--- src/rtl/pipelined_cla_adder_pkg.sv ---
// Shared defaults, operation encoding and small helpers for the pipelined CLA adder.
// Combinational helpers only; no latency or backpressure of their own.
package pipelined_cla_adder_pkg;

    localparam int DEF_WIDTH = 16;
    localparam int DEF_GROUP = 4;

    typedef enum logic {
        OP_ADD = 1'b0,
        OP_SUB = 1'b1
    } op_e;

    function automatic int num_stages(input int width, input int group);
        return width / group;
    endfunction

    // Subtraction is a + ~b + 1, so the injected carry replaces cin.
    function automatic logic carry_in(input op_e op, input logic cin);
        return (op == OP_SUB) ? 1'b1 : cin;
    endfunction

endpackage

--- src/rtl/pipelined_cla_adder_if.sv ---
// Operand/result handshake bundle for the pipelined CLA adder.
// slave = the adder, master = the stimulus/sink side driving operands and out_ready.
interface pipelined_cla_adder_if
    import pipelined_cla_adder_pkg::*;
#(
    parameter int WIDTH = DEF_WIDTH
) ();
    logic             in_valid;
    logic             in_ready;
    logic [WIDTH-1:0] a;
    logic [WIDTH-1:0] b;
    logic             cin;
    logic             sub;
    logic             out_valid;
    logic             out_ready;
    logic [WIDTH-1:0] sum;
    logic             cout;
    logic             ovf;

    modport slave (
        input  in_valid, a, b, cin, sub, out_ready,
        output in_ready, out_valid, sum, cout, ovf
    );

    modport master (
        output in_valid, a, b, cin, sub, out_ready,
        input  in_ready, out_valid, sum, cout, ovf
    );
endinterface

--- src/rtl/pipelined_cla_adder_cla_group.sv ---
// Combinational GROUP-bit carry-look-ahead slice with group propagate/generate outputs.
// Zero latency; no handshake.
module cla_group #(
    parameter int GROUP = 4
) (
    input  logic [GROUP-1:0] a,
    input  logic [GROUP-1:0] b,
    input  logic             c_in,
    output logic [GROUP-1:0] s,
    output logic             c_out,
    output logic             p,
    output logic             g
);
    logic [GROUP-1:0] pi;
    logic [GROUP-1:0] gi;
    logic [GROUP-1:0] gen;
    logic [GROUP-1:0] prop;
    logic [GROUP:0]   c;
    logic             term;

    // gen[i]/prop[i] are the prefix generate/propagate over bits 0..i, each a flat sum of products.
    always_comb begin
        pi   = a ^ b;
        gi   = a & b;
        gen  = '0;
        prop = '1;
        term = 1'b0;
        c    = '0;
        c[0] = c_in;
        for (int i = 0; i < GROUP; i++) begin
            for (int j = 0; j <= i; j++) begin
                term = gi[j];
                for (int k = j + 1; k <= i; k++) begin
                    term = term & pi[k];
                end
                gen[i]  = gen[i] | term;
                prop[i] = prop[i] & pi[j];
            end
            c[i+1] = gen[i] | (prop[i] & c_in);
        end
        s     = pi ^ c[GROUP-1:0];
        c_out = c[GROUP];
        p     = prop[GROUP-1];
        g     = gen[GROUP-1];
    end
endmodule

--- src/rtl/pipelined_cla_adder.sv ---
// Pipelined add/sub: one GROUP-bit CLA slice per stage, carry and unused operand bits skewed through registers.
// Latency WIDTH/GROUP cycles, 1 op/cycle; whole pipe freezes while a result waits on out_ready (in_ready low).
module pipelined_cla_adder
    import pipelined_cla_adder_pkg::*;
#(
    parameter int WIDTH = DEF_WIDTH,
    parameter int GROUP = DEF_GROUP
) (
    input logic                  clk,
    input logic                  rst,
    pipelined_cla_adder_if.slave bus
);
    localparam int STAGES = num_stages(WIDTH, GROUP);
    localparam int LAST   = STAGES - 1;
    localparam int MSB    = WIDTH - 1;

    if (((WIDTH % GROUP) != 0) || (WIDTH < GROUP)) begin : g_bad_params
        $error("pipelined_cla_adder: WIDTH (%0d) must be a non-zero multiple of GROUP (%0d)", WIDTH, GROUP);
    end

    op_e              op;
    logic             adv;
    logic             c0;
    logic [WIDTH-1:0] bb0;

    logic [STAGES-1:0] vld_q, vld_d;
    logic [STAGES-1:0] c_q, c_d;
    logic [WIDTH-1:0]  a_q   [STAGES];
    logic [WIDTH-1:0]  a_d   [STAGES];
    logic [WIDTH-1:0]  bb_q  [STAGES];
    logic [WIDTH-1:0]  bb_d  [STAGES];
    logic [WIDTH-1:0]  sum_q [STAGES];
    logic [WIDTH-1:0]  sum_d [STAGES];

    logic [WIDTH-1:0]  a_in   [STAGES];
    logic [WIDTH-1:0]  bb_in  [STAGES];
    logic [WIDTH-1:0]  sum_in [STAGES];
    logic [STAGES-1:0] stg_cin;

    logic [STAGES-1:0][GROUP-1:0] grp_s;
    logic [STAGES-1:0]            grp_c;
    logic [STAGES-1:0]            grp_p;
    logic [STAGES-1:0]            grp_g;

    assign op  = op_e'(bus.sub);
    assign bb0 = bus.b ^ {WIDTH{bus.sub}};
    assign c0  = carry_in(op, bus.cin);
    assign adv = !vld_q[LAST] || bus.out_ready;

    // Stage 0 works straight off the port; later stages off the previous stage's registers.
    always_comb begin
        a_in[0]    = bus.a;
        bb_in[0]   = bb0;
        sum_in[0]  = '0;
        stg_cin    = '0;
        stg_cin[0] = c0;
        for (int k = 1; k < STAGES; k++) begin
            a_in[k]    = a_q[k-1];
            bb_in[k]   = bb_q[k-1];
            sum_in[k]  = sum_q[k-1];
            stg_cin[k] = c_q[k-1];
        end
    end

    for (genvar k = 0; k < STAGES; k++) begin : g_stage
        cla_group #(
            .GROUP (GROUP)
        ) u_cla (
            .a     (a_in[k][k*GROUP +: GROUP]),
            .b     (bb_in[k][k*GROUP +: GROUP]),
            .c_in  (stg_cin[k]),
            .s     (grp_s[k]),
            .c_out (grp_c[k]),
            .p     (grp_p[k]),
            .g     (grp_g[k])
        );

        a_group_carry: assert property (@(posedge clk) disable iff (rst)
            grp_c[k] == (grp_g[k] | (grp_p[k] & stg_cin[k])));
    end

    always_comb begin
        vld_d = vld_q;
        c_d   = c_q;
        a_d   = a_q;
        bb_d  = bb_q;
        sum_d = sum_q;
        if (adv) begin
            vld_d[0] = bus.in_valid;
            for (int k = 1; k < STAGES; k++) begin
                vld_d[k] = vld_q[k-1];
            end
            for (int k = 0; k < STAGES; k++) begin
                a_d[k]                     = a_in[k];
                bb_d[k]                    = bb_in[k];
                sum_d[k]                   = sum_in[k];
                sum_d[k][k*GROUP +: GROUP] = grp_s[k];
                c_d[k]                     = grp_c[k];
            end
        end
    end

    always_ff @(posedge clk) begin
        if (rst) begin
            vld_q <= '0;
            c_q   <= '0;
            for (int k = 0; k < STAGES; k++) begin
                a_q[k]   <= '0;
                bb_q[k]  <= '0;
                sum_q[k] <= '0;
            end
        end else begin
            vld_q <= vld_d;
            c_q   <= c_d;
            a_q   <= a_d;
            bb_q  <= bb_d;
            sum_q <= sum_d;
        end
    end

    assign bus.in_ready  = adv;
    assign bus.out_valid = vld_q[LAST];
    assign bus.sum       = sum_q[LAST];
    assign bus.cout      = c_q[LAST];
    // Signed overflow: operands of equal sign producing a result of the other sign.
    assign bus.ovf       = (a_q[LAST][MSB] == bb_q[LAST][MSB]) && (sum_q[LAST][MSB] != a_q[LAST][MSB]);

endmodule

--- src/flat_wrapper.sv ---
// flat-port wrapper written by rule: the top's interface ports become plain ports
module pipelined_cla_adder_flat import pipelined_cla_adder_pkg::*;
#(
    parameter int WIDTH = DEF_WIDTH,
    parameter int GROUP = DEF_GROUP
)
  (clk, rst, bus_in_valid, bus_a, bus_b, bus_cin, bus_sub, bus_out_ready, bus_in_ready, bus_out_valid, bus_sum, bus_cout, bus_ovf);
  pipelined_cla_adder_if #(.WIDTH(WIDTH)) bus_i ();
  input logic clk;
  input logic rst;
  input wire logic [$bits(bus_i.in_valid)-1:0] bus_in_valid;
  input wire logic [$bits(bus_i.a)-1:0] bus_a;
  input wire logic [$bits(bus_i.b)-1:0] bus_b;
  input wire logic [$bits(bus_i.cin)-1:0] bus_cin;
  input wire logic [$bits(bus_i.sub)-1:0] bus_sub;
  input wire logic [$bits(bus_i.out_ready)-1:0] bus_out_ready;
  output wire logic [$bits(bus_i.in_ready)-1:0] bus_in_ready;
  output wire logic [$bits(bus_i.out_valid)-1:0] bus_out_valid;
  output wire logic [$bits(bus_i.sum)-1:0] bus_sum;
  output wire logic [$bits(bus_i.cout)-1:0] bus_cout;
  output wire logic [$bits(bus_i.ovf)-1:0] bus_ovf;
  assign bus_i.in_valid = bus_in_valid;
  assign bus_i.a = bus_a;
  assign bus_i.b = bus_b;
  assign bus_i.cin = bus_cin;
  assign bus_i.sub = bus_sub;
  assign bus_i.out_ready = bus_out_ready;
  assign bus_in_ready = bus_i.in_ready;
  assign bus_out_valid = bus_i.out_valid;
  assign bus_sum = bus_i.sum;
  assign bus_cout = bus_i.cout;
  assign bus_ovf = bus_i.ovf;
  pipelined_cla_adder #(.WIDTH(WIDTH), .GROUP(GROUP)) u_core (.clk(clk), .rst(rst), .bus(bus_i));
endmodule
--- config.mk ---
export PLATFORM = sky130hd
export DESIGN_NAME = pipelined_cla_adder_flat
export DESIGN_NICKNAME = d
export VERILOG_FILES = /design/src/rtl/pipelined_cla_adder_pkg.sv /design/src/rtl/pipelined_cla_adder_if.sv /design/src/rtl/pipelined_cla_adder_cla_group.sv /design/src/rtl/pipelined_cla_adder.sv /design/src/flat_wrapper.sv
export SDC_FILE = /design/constraint.sdc
export NUM_CORES = 1
export LEC_CHECK = 0
export BUFFER_PORTS_ARGS = -buffer_cell sky130_fd_sc_hd__buf_2
export CORE_MARGIN = 5
export CORE_UTILIZATION = 50
export CTS_BUF_LIST = sky130_fd_sc_hd__clkbuf_4 sky130_fd_sc_hd__clkbuf_8 sky130_fd_sc_hd__clkbuf_16
export DETAILED_ROUTE_END_ITERATION = 10
export GPL_TIMING_DRIVEN = 0
export PLACE_DENSITY = 0.82
export SETUP_SLACK_MARGIN = 0.02
export SYNTH_ARGS = -nofsm -noshare
export SYNTH_HDL_FRONTEND = slang
export SYNTH_SLANG_ARGS = --single-unit
--- constraint.sdc ---
create_clock -name clk -period 1.8 [get_ports clk]
set_input_delay 0.36 -clock clk [delete_from_list [all_inputs] [get_ports clk]]
set_output_delay 0.36 -clock clk [all_outputs]
set_load 0.01 [all_outputs]
## Word-level counts from Yosys, hierarchy flattened

Index checks and enable logic that the tools add are counted.

- Register bits after elaboration: 176
- Input bits: 38
- Output and inout bits: 20

- Eq/ne operators: 2
- Multiplexer cells: 1
- Bitwise operators: 105
- Reductions and logical operators: 3

Operators with widths:

| kind | number |
|---|---|
| $and 1x1->1 | 52 |
| $or 1x1->1 | 40 |
| $xor 4x4->4 | 8 |
| $and 4x4->4 | 4 |
| $xor 16x16->16 | 1 |
| $eq 1x1->1 | 1 |
| $logic_and 1x1->1 | 1 |
| $logic_not 1->1 | 1 |
| $logic_or 1x1->1 | 1 |
| $mux 1 | 1 |
| $ne 1x1->1 | 1 |

## Logic depth before layout (Yosys ltp)

- Depth after elaboration: 9
- Depth in mapped cells: 8
- Depth with buffers taken out: 6

## Cells and area by module

A second synthesis with hierarchy kept.

- Cells, all modules: 525
- Area total of the unflattened synthesis: 4388.0 um^2

Modules (own cells, without submodules):

| module | times used | cells an instance | area an instance (um^2) | seq. area each (um^2) |
|---|---|---|---|---|
| pipelined_cla_adder | 1 | 437 | 3634.7 | 1961.9 |
| cla_group at u_core.g_stage[0].u_cla ... | 2 | 22 | 193.9 | 0.0 |
| cla_group at u_core.g_stage[2].u_cla ... | 2 | 22 | 182.7 | 0.0 |

## Worst setup path before layout

No wires, ideal clock.

- Path kind: input-to-reg
- From: input bus_sub
- To: register u_core.c_q[0]
- Library setup time: 0.095 ns
- Data arrival time: 1.707 ns
- Data required time: 1.705 ns
- Path slack: -0.003 ns
- Stages: 8
- Path through: buf_4 -> buf_4 -> xor2_1 -> ha_1 -> o211ai_1 -> a21boi_0 -> o21ai_0 -> a221oi_1

- Cells in the longest elaborated chain, start to end: 9
- Elaborated cells between the ends (all ways): 18
- Classes of those cells: 1 x mux; 17 x bitwise

Ends and longest elaborated chain:

| item | RTL line | RTL |
|---|---|---|
| start, declared | flat_wrapper.sv:15 | `input wire logic [$bits(bus_i.sub)-1:0] bus_sub;` |
| $xor 16x16->16 | pipelined_cla_adder.sv:46 | `assign bb0 = bus.b ^ {WIDTH{bus.sub}};` |
| $and 4x4->4 / $xor 4x4->4 (equally long branches) | pipelined_cla_adder_cla_group.sv:24, pipelined_cla_adder_cla_group.sv:23 |  |
| $and 1x1->1 (3 in series) | pipelined_cla_adder_cla_group.sv:34 | `term = term & pi[k];` |
| $or 1x1->1 (3 in series) | pipelined_cla_adder_cla_group.sv:36 | `gen[i] = gen[i] \| term;` |
| $or 1x1->1 (*) | pipelined_cla_adder_cla_group.sv:39 | `c[i+1] = gen[i] \| (prop[i] & c_in);` |
| end signal, assigned | pipelined_cla_adder.sv:106 | `c_q <= '0;` |
| end signal, assigned | pipelined_cla_adder.sv:114 | `c_q <= c_d;` |
| end, declared | pipelined_cla_adder.sv:27 | `logic [STAGES-1:0] c_q, c_d;` |

Mark *: on every way between the ends. The rest lies on a longest branch, timed or not.
A chain may end at the register's enable or synchronous reset.

## Worst setup path after layout

- From: register u_core.a_q (netlist bit u_core.a_in[36])
- To: register u_core.sum_q (netlist bit u_core.sum_in[22])

- Cells in the longest elaborated chain, start to end: 5
- Elaborated cells between the ends (all ways): 8
- Classes of those cells: 8 x bitwise

Ends and longest elaborated chain:

| item | RTL line | RTL |
|---|---|---|
| start, declared | pipelined_cla_adder.sv:28 | `logic [WIDTH-1:0] a_q [STAGES];` |
| start signal, assigned by index | pipelined_cla_adder.sv:108 | `a_q[k] <= '0;` |
| start signal, assigned | pipelined_cla_adder.sv:115 | `a_q <= a_d;` |
| $and 4x4->4 / $xor 4x4->4 (equally long branches) | pipelined_cla_adder_cla_group.sv:24, pipelined_cla_adder_cla_group.sv:23 |  |
| $and 1x1->1 (on tied branches) | pipelined_cla_adder_cla_group.sv:34, pipelined_cla_adder_cla_group.sv:37 |  |
| $or 1x1->1 / $and 1x1->1 (equally long branches) | pipelined_cla_adder_cla_group.sv:36, pipelined_cla_adder_cla_group.sv:39 |  |
| $or 1x1->1 (*) | pipelined_cla_adder_cla_group.sv:39 |  |
| $xor 4x4->4 (*) | pipelined_cla_adder_cla_group.sv:41 | `s = pi ^ c[GROUP-1:0];` |
| end signal, assigned | pipelined_cla_adder.sv:117 | `sum_q <= sum_d;` |
| end, declared | pipelined_cla_adder.sv:32 | `logic [WIDTH-1:0] sum_q [STAGES];` |

Marks and branches as above.

==> impl_metrics.csv <==
group,metric,value,unit
floorplan,die_width,101,um
layout,layout_commonest_cell,"nand2_1",
place,portBuffers,56,
layout,multi_input_area,0.00197,sq mm
worst_setup_path,rrSetupSlack,90,ps
detailed_routing,top_layer_used,"met4",
worst_setup_path,regToRegStartpoint,"u_core.a_in[36]",
grt,grt_first_pass_wirelength,16.1,mm
detailed_routing,route.antenna.remaining_nets,0,
synthesis,ys.flop_type,"dfxtp_1",
sta,min_period,1710,ps
floorplan,placementRows,33,
sta,slew_viol_final,0,
grt,antenna_found_initial,0,
synthesis,synth_seq_area_share,0.472,
place,gp_congestion,0.851,
detailed_routing,drtIter0Drc,254,
synthesis,synth_cell_types,35,
worst_setup_path,cp.required,2110,ps
synthesis,yosysTopAreaCell,"dfxtp_1",
sta,finalCritPeriodShare,0.952,
floorplan,die_y,101,um
detailed_routing,wl_met2,4.60,mm
synthesis,synth_cells,500,
layout,seq_area,0.00196,sq mm
worst_setup_path,worstPathCellList,"ha_1 > a211oi_2 > nor3b_2 > nor4b_1 > a31o_2",
min_path,hold_class,"input pin to flip-flop",
worst_setup_path,crit_type,"flip-flop to flip-flop",
grt,grt_usage,0.196,
synthesis,synth_nets,558,
worst_setup_path,crit_family,"simple AND/OR/NAND/NOR gates",
synthesis,synth_edf_count,0,
clock_network,cts_root_buf,"clkbuf_8",
floorplan,dieArea,0.0102,sq mm
worst_setup_path,slowest_delay,420,ps
job,max_cap_violations,0,
sta,fin_skew,8.58,ps
detailed_routing,vias,3624,
pwr,total_power,4.54,mW
layout,fill_cells,732,
pwr,powerDensity,944,mW/mm^2
min_path,hold_start,"bus_a[10]",
worst_setup_path,path_max_fanout,4,
layout,fin_nets,623,
worst_setup_path,path_buf_inv,0,
synthesis,netlist_top_cells_area,"dfxtp_1, nand2_1, a21oi_1",
synthesis,synth_top_area_share,0.472,
sta,clock.fmax,583,MHz
detailed_routing,vias_per_cell,5.37,
detailed_routing,drtPass1Iterations,5,
grt,grt_pass1_vias,3510,
layout,final_area,0.00480,sq mm
sta,worst_pin_slew,545,ps
synthesis,synth.avg_cell_area,8.32,sq um
layout,synthToLayoutAreaGrowth,15.5,%
grt,grt_max_degree,28,
clock_network,clkLatencyLatePin,370,ps
floorplan,core_area,0.00818,sq mm
detailed_routing,met3_length,604,um
floorplan,initial_core_util,0.509,
clock_network,cts_max_level,3,
synthesis,yosys_warnings,0,
detailed_routing,wl_per_cell,14.5,um
worst_setup_path,end_kind,"flip-flop",
clock_network,clkSinkCount,98,
grt,grt_overflow,0,
synthesis,synth_area,0.00416,sq mm
detailed_routing,drc,0,
sta,rsz0062_at_grt,"false",
clock_network,cts_setup_buffers,0,
sta,finalSetupViolations,0,
min_path,min_path_cells,3,
sta,relSlewSlack,0.637,
worst_setup_path,r2r-end,"u_core.sum_in[22]",
clock_network,path_clk_slew,100,ps
min_path,hold_end,"u_core.a_in[42]",
worst_setup_path,cp.arrival,2030,ps
outcome,status,"completed",
worst_setup_path,start_kind,"flip-flop",
detailed_routing,met1_length,4.36,mm
synthesis,async_flop_share,0,
worst_setup_path,crit_slowest_cell,"dfxtp_1",
synthesis,ys_ff_latch,98,
layout,final_cell_mix,"nand2_1, dfxtp_1, buf_2, a21oi_1, nor2_1",
worst_setup_path,r2r_cells,5,
clock_network,numCtsBuffers,9,
pwr,ir_drop,0.451,mV
place,hpwl,7.27,mm
pwr,leakage,1.96,nW
floorplan,ioPinCount,58,
layout,drive_gt1_frac,0.175,
clock_network,cts_tree,"yes",
clock_network,cts.path.max_buffers,2,
sta,hold_viol_final,0,
layout,antenna_cells,0,
detailed_routing,wl,9.78,mm
place,placed_area,0.00457,sq mm
worst register-to-register path, stage by stage (launching register included):
cell and delay [ps]:
dfxtp_1 420, ha_1 280, a211oi_2 300, nor3b_2 110, nor4b_1 400, a31o_2 160
cells by family after synthesis:
logic type / synth area share
simple gates: 0.200
fa+ha+maj: 0.0674
xor+xnor: 0.0421
flops: 0.472
compound gates: 0.162
buf+inv: 0.0569
what timing repair did:
action                                  CTS  global route
hold buffers                              0             0
endpoints found under the setup margin    1             2
endpoints found under the hold margin     0             0
gates resized for setup                   0             2
cells in the mapped netlist (all sizes together) (5+ instances only):
master	number
nor4b	5
ha	16
o21ai	7
a21oi	71
a211oi	19
o211ai	5
nor2	30
xor2	5
buf	24
nand2	145
xnor2	15
dfxtp	98
clkbuf	12
inv	13
worst max path at each step:
stage               slack (ps)  depth (start not counted)                 to       startpoint
floorplan                   30                          8      u_core.c_q[0]          bus_sub
global placement           -90                          8      u_core.c_q[0]          bus_sub
detailed placement        -150                          8      u_core.c_q[0]          bus_sub
CTS                         30                          5  u_core.sum_in[22]  u_core.a_in[36]
global route                30                          5  u_core.sum_in[22]  u_core.a_in[36]
finish                      90                          5  u_core.sum_in[22]  u_core.a_in[36]
metrics by stage:
step,cells,utilization,setup TNS [ps],setup slack [ps],hold WS [ps]
after floorplan,500,-,0,32.7,432
after global placement,661,0.560,-162,-85.0,436
after detailed placement,661,0.560,-379,-145,443
after CTS,675,0.586,0,34.4,221
after global routing,675,0.588,0,28.5,221
final,675,0.588,0,85.6,223
flip-flops by register name, summed over array words and instances (netlist names):
| register | flops |
|---|---|
| u_core.a_in | 24 |
| u_core.sum_in | 24 |
| u_core.bb_in | 24 |
| u_core.bb_q | 1 |
| u_core.a_q | 1 |
| u_core.c_q | 4 |
| u_core.vld_q | 4 |
| u_core.bus.sum | 16 |
cell type report:
type                       count  area share
multi-input combinational    353       0.410
sequential                    98       0.408
timing repair buffer          56      0.0583
buffer                        34      0.0362
tap                          105      0.0274
clock buffer                   9      0.0258
clock inverter                 7      0.0224
inverter                      13      0.0112
report_power, final:
part | leakage, nW | total, mW | switching (mW) | internal [mW]
Clock | 0.114 | 1.64 | 0.826 | 0.810
Combinational | 1.04 | 0.509 | 0.282 | 0.228
Sequential | 0.805 | 2.39 | 0.0817 | 2.31
layer usage:
metal,GRT usage,up-vias
li1,-,1799
met1,0.254,1668
met2,0.324,130
met3,0.0372,27
met4,0.0777,0
met5,0,-
(Power assumes the default switching activity.)
